$ cat config.mk
export PLATFORM = sky130hd
export DESIGN_NAME = clk_div_gen
export DESIGN_NICKNAME = d
export VERILOG_FILES = /design/src/rtl/clk_div_gen_pkg.sv /design/src/rtl/clk_div_gen_period_cnt.sv /design/src/rtl/clk_div_gen.sv
export SDC_FILE = /design/constraint.sdc
export NUM_CORES = 1
export LEC_CHECK = 0
export BUFFER_PORTS_ARGS = -buffer_cell sky130_fd_sc_hd__buf_2
export CAP_MARGIN = 0
export CORE_ASPECT_RATIO = 1.5
export CORE_MARGIN = 4
export CORE_UTILIZATION = 45
export CTS_CLUSTER_DIAMETER = 50
export CTS_CLUSTER_SIZE = 10
export DETAILED_ROUTE_END_ITERATION = 10
export GPL_TIMING_DRIVEN = 0
export MAX_ROUTING_LAYER = met4
export PLACE_DENSITY_LB_ADDON = 0.25
export SYNTH_ARGS = -nofsm -noshare
export SYNTH_HDL_FRONTEND = slang
export SYNTH_SLANG_ARGS = --single-unit
$ cat constraint.sdc
create_clock -name clk -period 3.4 [get_ports clk]
set_input_delay 0.51 -clock clk [delete_from_list [all_inputs] [get_ports clk]]
set_output_delay 0.51 -clock clk [all_outputs]
set_load 0.005 [all_outputs]
$ cat src/rtl/clk_div_gen_pkg.sv
// Shared types and constants for the clk_div_gen programmable clock-enable divider.
package clk_div_gen_pkg;
  localparam int DEFAULT_DIV_W = 8;
  localparam int MIN_RATIO     = 2;

  typedef enum logic [1:0] {
    ST_IDLE  = 2'd0,
    ST_RUN   = 2'd1,
    ST_DRAIN = 2'd2
  } state_t;
endpackage

$ cat src/rtl/clk_div_gen_period_cnt.sv
// Period counter 0..N-1 with wrap flag; the shadow ratio is adopted only on clear or wrap.
module clk_div_gen_period_cnt
  import clk_div_gen_pkg::*;
#(
  parameter int DIV_W = DEFAULT_DIV_W
) (
  input  logic             clk,
  input  logic             reset,
  input  logic             clr_i,
  input  logic             en_i,
  input  logic [DIV_W-1:0] shadow_i,
  output logic             wrap_o,
  output logic [DIV_W-1:0] cnt_next_o,
  output logic [DIV_W-1:0] ratio_next_o
);
  localparam logic [DIV_W-1:0] MIN_R = DIV_W'(MIN_RATIO);

  logic [DIV_W-1:0] cnt_q, cnt_d;
  logic [DIV_W-1:0] ratio_q, ratio_d;
  logic [DIV_W-1:0] shadow_eff;

  // Ratios 0 and 1 cannot form a period with distinct high and low phases.
  assign shadow_eff = (shadow_i < MIN_R) ? MIN_R : shadow_i;
  assign wrap_o     = (cnt_q == ratio_q - DIV_W'(1));

  always_comb begin
    cnt_d   = cnt_q;
    ratio_d = ratio_q;
    if (clr_i) begin
      cnt_d   = '0;
      ratio_d = shadow_eff;
    end else if (en_i) begin
      if (wrap_o) begin
        cnt_d   = '0;
        ratio_d = shadow_eff;
      end else begin
        cnt_d = cnt_q + DIV_W'(1);
      end
    end
  end

  always_ff @(posedge clk) begin
    if (!reset) begin
      cnt_q   <= '0;
      ratio_q <= MIN_R;
    end else begin
      cnt_q   <= cnt_d;
      ratio_q <= ratio_d;
    end
  end

  assign cnt_next_o   = cnt_d;
  assign ratio_next_o = ratio_d;
endmodule

$ cat src/rtl/clk_div_gen.sv
// Programmable clock-enable divider with IDLE/RUN/DRAIN control.
// Define CLK_DIV_GEN_DUTY50_EN for a ~50% duty waveform; otherwise clk_div is a one-cycle pulse per period.
module clk_div_gen
  import clk_div_gen_pkg::*;
#(
  parameter int DIV_W = DEFAULT_DIV_W
) (
  input  logic             clk,
  input  logic             reset,
  input  logic             start,
  input  logic             stop,
  input  logic             load,
  input  logic [DIV_W-1:0] div_ratio,
  output logic             clk_div,
  output logic             en_d,
  output logic             busy,
  output logic             period_done
);
  localparam logic [DIV_W-1:0] MIN_R = DIV_W'(MIN_RATIO);

  state_t           state_q;
  logic [DIV_W-1:0] shadow_q, shadow_d;
  logic             clk_div_q, en_d_q, busy_q, period_done_q;
  logic             wrap;
  logic [DIV_W-1:0] cnt_next, ratio_next;
  logic             phase_next;

  assign shadow_d = load ? div_ratio : shadow_q;

  clk_div_gen_period_cnt #(.DIV_W(DIV_W)) u_period_cnt (
    .clk          (clk),
    .reset        (reset),
    .clr_i        (state_q == ST_IDLE),
    .en_i         (state_q != ST_IDLE),
    .shadow_i     (shadow_d),
    .wrap_o       (wrap),
    .cnt_next_o   (cnt_next),
    .ratio_next_o (ratio_next)
  );

  // Waveform level for the counter position the next cycle will hold.
  always_comb begin
    phase_next = 1'b0;
`ifdef CLK_DIV_GEN_DUTY50_EN
    phase_next = ({1'b0, cnt_next} < (({1'b0, ratio_next} + (DIV_W+1)'(1)) >> 1));
`else
    phase_next = (cnt_next == '0) && (ratio_next >= MIN_R);
`endif
  end

  always_ff @(posedge clk) begin
    if (!reset) begin
      state_q       <= ST_IDLE;
      shadow_q      <= MIN_R;
      clk_div_q     <= 1'b0;
      en_d_q        <= 1'b0;
      busy_q        <= 1'b0;
      period_done_q <= 1'b0;
    end else begin
      shadow_q      <= shadow_d;
      period_done_q <= (state_q != ST_IDLE) && wrap;
      case (state_q)
        ST_IDLE: begin
          if (start && !stop) begin
            state_q   <= ST_RUN;
            clk_div_q <= phase_next;
            en_d_q    <= 1'b1;
            busy_q    <= 1'b1;
          end else begin
            clk_div_q <= 1'b0;
            en_d_q    <= 1'b0;
            busy_q    <= 1'b0;
          end
        end
        ST_RUN: begin
          // A stop on the last count has nothing left to drain.
          if (stop && wrap) begin
            state_q   <= ST_IDLE;
            clk_div_q <= 1'b0;
            en_d_q    <= 1'b0;
            busy_q    <= 1'b0;
          end else if (stop) begin
            state_q   <= ST_DRAIN;
            clk_div_q <= phase_next;
            en_d_q    <= 1'b0;
            busy_q    <= 1'b1;
          end else begin
            clk_div_q <= phase_next;
            en_d_q    <= 1'b1;
            busy_q    <= 1'b1;
          end
        end
        ST_DRAIN: begin
          if (wrap) begin
            state_q   <= ST_IDLE;
            clk_div_q <= 1'b0;
            busy_q    <= 1'b0;
          end else begin
            clk_div_q <= phase_next;
            busy_q    <= 1'b1;
          end
          en_d_q <= 1'b0;
        end
        default: begin
          state_q   <= ST_IDLE;
          clk_div_q <= 1'b0;
          en_d_q    <= 1'b0;
          busy_q    <= 1'b0;
        end
      endcase
    end
  end

  assign clk_div     = clk_div_q;
  assign en_d        = en_d_q;
  assign busy        = busy_q;
  assign period_done = period_done_q;
endmodule

==> impl_metrics.tcl <==
set metrics [dict create \
    status "finished, final reports clean" \
    power_density_mw_per_mm2 482 \
    placed_cells 229 \
    start_kind "flop" \
    wl_per_cell_um 13.1 \
    yosysSeqAreaShare 0.396 \
    postSynthAreaPerCell_um2 8.77 \
    synth_seq_cells 30 \
    hold_viol_final 0 \
    postCtsSetupRepairBufs 0 \
    pin_count 17 \
    portBuffers 16 \
    worst_path_max_delay_cell "nor4_4" \
    grt_pass1_vias 1224 \
    clk_latency_ns 0.28 \
    rr_startpoint "u_period_cnt.ratio_q[0]$_SDFF_PN0_" \
    initial_utilization 0.475 \
    cap_violations 0 \
    globalplace.congestion 0.889 \
    syn-cell-area_mm2 0.00152 \
    yosysWarnings 0 \
    layout_commonest_cell "dfxtp_1" \
    area_growth_pct 16.0 \
    reg2reg_slack_ns 0.87 \
    irDropWorstVdd_v 0.000457 \
    critPathArrivalTime_ns 2.70 \
    cp-end-kind "flop" \
    worstPathRequired_ns 3.57 \
    grt_max_degree 11 \
    hold_path_class "primary input to flop" \
    ant_nets 0 \
    max_freq_mhz 395 \
    fin_cells 236 \
    num_rows 25 \
    crit_chain "inv_1 -> ha_1 -> nor2b_1 -> or3_1 -> a31o_1 -> nor4_4 -> nor2_2 -> mux2_4" \
    fp.dieW_um 55.4 \
    p_leak_nw 0.721 \
    via_count 1268 \
    drcViolationCount 0 \
    slowest_delay_ns 0.51 \
    viasPerCell 5.37 \
    slew_headroom 0.599 \
    dr.pass1.iters 4 \
    grt_overflow 0 \
    drive_gt1_frac 0.158 \
    setup_slack_ns 0.870 \
    min_path_cells 2 \
    path_buf_inv 1 \
    layout.nets 211 \
    htreeDepth 2 \
    cts_resized 0 \
    die_area_mm2 0.00438 \
    finalClockSkew_ns 0.00286 \
    post-route-min-period_ns 2.53 \
    cts_tree "built" \
    clk_pin_slew_ns 0.06 \
    grt_pass1_wl_um 5380 \
    syn_inst 173 \
    cts_buffers 5 \
    cp_max_fo 9 \
    final_cell_mix "30 x dfxtp_1, 18 x buf_2, 14 x nand2_1, 13 x nor2_1, 11 x xor2_1" \
    path_class "flop to flop" \
    cts_sinks 30 \
    wirelength_um 3090 \
    finalMaxSlewViolations 0 \
    setup_viol 0 \
    hold_path_startpoint "stop" \
    rsz0062_at_grt "false" \
    first_iter_violations 24 \
    cts-root-buf "clkbuf_8" \
    holdBufCountCts 0 \
    finalSetupTns_ns 0 \
    dp_slack_ns 0.888 \
    worst_r2r_endpoint "u_period_cnt.ratio_q[1]$_SDFF_PN1_" \
    worst_slew_pin_slew_ns 0.602 \
    syn_nets 188 \
    r2r_cells 8 \
    min_to "en_d$_SDFF_PN0_" \
    critPathTopFamily "simple AND/OR/NAND/NOR gates" \
    synth.distinct_cells 38 \
    dp_hpwl_um 2340 \
    antenna_found_initial 0 \
    coreArea_mm2 0.00319 \
    clockBufferDepth 2 \
    grtUsageTotal 0.161 \
    post-route-period-util 0.744 \
    die_y_um 79.1 \
    num_antenna_cells 0 \
]
## worst register-to-register path: stages (launching register included)
cell,delay [ns]
dfxtp_1,0.40
inv_1,0.07
ha_1,0.24
nor2b_1,0.18
or3_1,0.35
a31o_1,0.25
nor4_4,0.51
nor2_2,0.12
mux2_4,0.31
## synthesized netlist by cell type
cell / count / share of area
or2_1: 1 / 0.0041
a21oi_1: 1 / 0.0033
o21a_1: 2 / 0.0099
a32oi_1: 1 / 0.0058
o221a_2: 1 / 0.0074
nand3_1: 8 / 0.026
or3_1: 1 / 0.0041
o2111ai_1: 1 / 0.0058
nand2_1: 14 / 0.035
and3_1: 3 / 0.012
clkbuf_1: 8 / 0.020
mux2_4: 1 / 0.0099
nor2_2: 1 / 0.0041
dfxtp_1: 30 / 0.40
ha_1: 2 / 0.016
buf_2: 2 / 0.0066
nor2b_1: 10 / 0.041
nor2_1: 13 / 0.032
a211o_1: 1 / 0.0058
nor4_4: 1 / 0.014
and3b_1: 1 / 0.0058
o22ai_1: 1 / 0.0041
nand4_1: 1 / 0.0041
or4b_2: 1 / 0.0066
nor3_1: 5 / 0.016
a31oi_1: 2 / 0.0082
a31o_1: 1 / 0.0058
xor2_1: 11 / 0.064
buf_4: 1 / 0.0050
or4_1: 1 / 0.0050
o31ai_1: 6 / 0.030
xnor2_1: 7 / 0.040
o21ai_0: 10 / 0.033
mux2i_1: 9 / 0.059
o31a_1: 1 / 0.0058
nor4b_1: 3 / 0.017
inv_1: 7 / 0.017
nor4_1: 3 / 0.012
## metrics by stage
step,power [mW],utilization,hold WS (ns),cell area (um2)
2_1_floorplan,0.466,-,0.459,1520
3_3_place_gp,0.492,0.516,0.479,1650
3_5_place_dp,0.496,0.516,0.483,1650
4_1_cts,0.862,0.551,0.424,1760
5_1_grt,0.893,0.551,0.427,1760
6_report,0.848,0.551,0.435,1760
## area by class of cell
cell class | instances | area [um2]
Timing Repair Buffer | 16 | 80.1
Sequential cell | 30 | 601
Clock buffer | 6 | 82.6
Fill cell | 309 | 1430
Inverter | 7 | 26.3
Tap cell | 40 | 50.0
Clock inverter | 1 | 30.0
Multi-Input combinational cell | 125 | 842
Buffer | 11 | 47.5
## sequential cells by signal (all words and copies together), names as in the netlist
| register | count |
|---|---|
| u_period_cnt.cnt_q | 8 |
| en_d | 1 |
| state_q | 2 |
| busy | 1 |
| period_done | 1 |
| shadow_q | 8 |
| clk_div | 1 |
| u_period_cnt.ratio_q | 8 |
## cells by family after synthesis
kind of cell | after synthesis | share of synthesized area
AND/OR/NAND/NOR | 67 | 0.241
flip-flops | 30 | 0.396
AO/OA/AOI/OAI | 28 | 0.125
XOR/XNOR | 18 | 0.104
buffers and inverters | 18 | 0.0487
multiplexers | 10 | 0.0693
adder cells (fa/ha/maj) | 2 | 0.0165
## worst max-delay path by stage
stage	cells past startpoint	slack, ns	from	to
2_1_floorplan	8	1.13	u_period_cnt.ratio_q[0]$_SDFF_PN0_	u_period_cnt.ratio_q[1]$_SDFF_PN1_
3_3_place_gp	8	0.92	u_period_cnt.ratio_q[0]$_SDFF_PN0_	u_period_cnt.ratio_q[1]$_SDFF_PN1_
3_5_place_dp	8	0.89	u_period_cnt.ratio_q[0]$_SDFF_PN0_	u_period_cnt.ratio_q[1]$_SDFF_PN1_
4_1_cts	8	0.85	u_period_cnt.ratio_q[0]$_SDFF_PN0_	u_period_cnt.ratio_q[1]$_SDFF_PN1_
5_1_grt	8	0.73	u_period_cnt.ratio_q[0]$_SDFF_PN0_	u_period_cnt.ratio_q[1]$_SDFF_PN1_
6_report	8	0.87	u_period_cnt.ratio_q[0]$_SDFF_PN0_	u_period_cnt.ratio_q[1]$_SDFF_PN1_
## metal layers
layer,global-route usage,up-vias,part of all wire
met5,-,-,0
met4,0.0779,0,0.019
met3,0.0488,7,0.034
met2,0.281,25,0.54
met1,0.163,589,0.41
li1,-,647,-
## power by group
part	total [mW]	internal (mW)	leakage, nW	switching (mW)
clock	0.359	0.234	0.0573	0.125
combinational	0.105	0.0482	0.419	0.0568
sequential	0.384	0.369	0.246	0.0147
No activity file was read; power rests on OpenSTA's default activity.
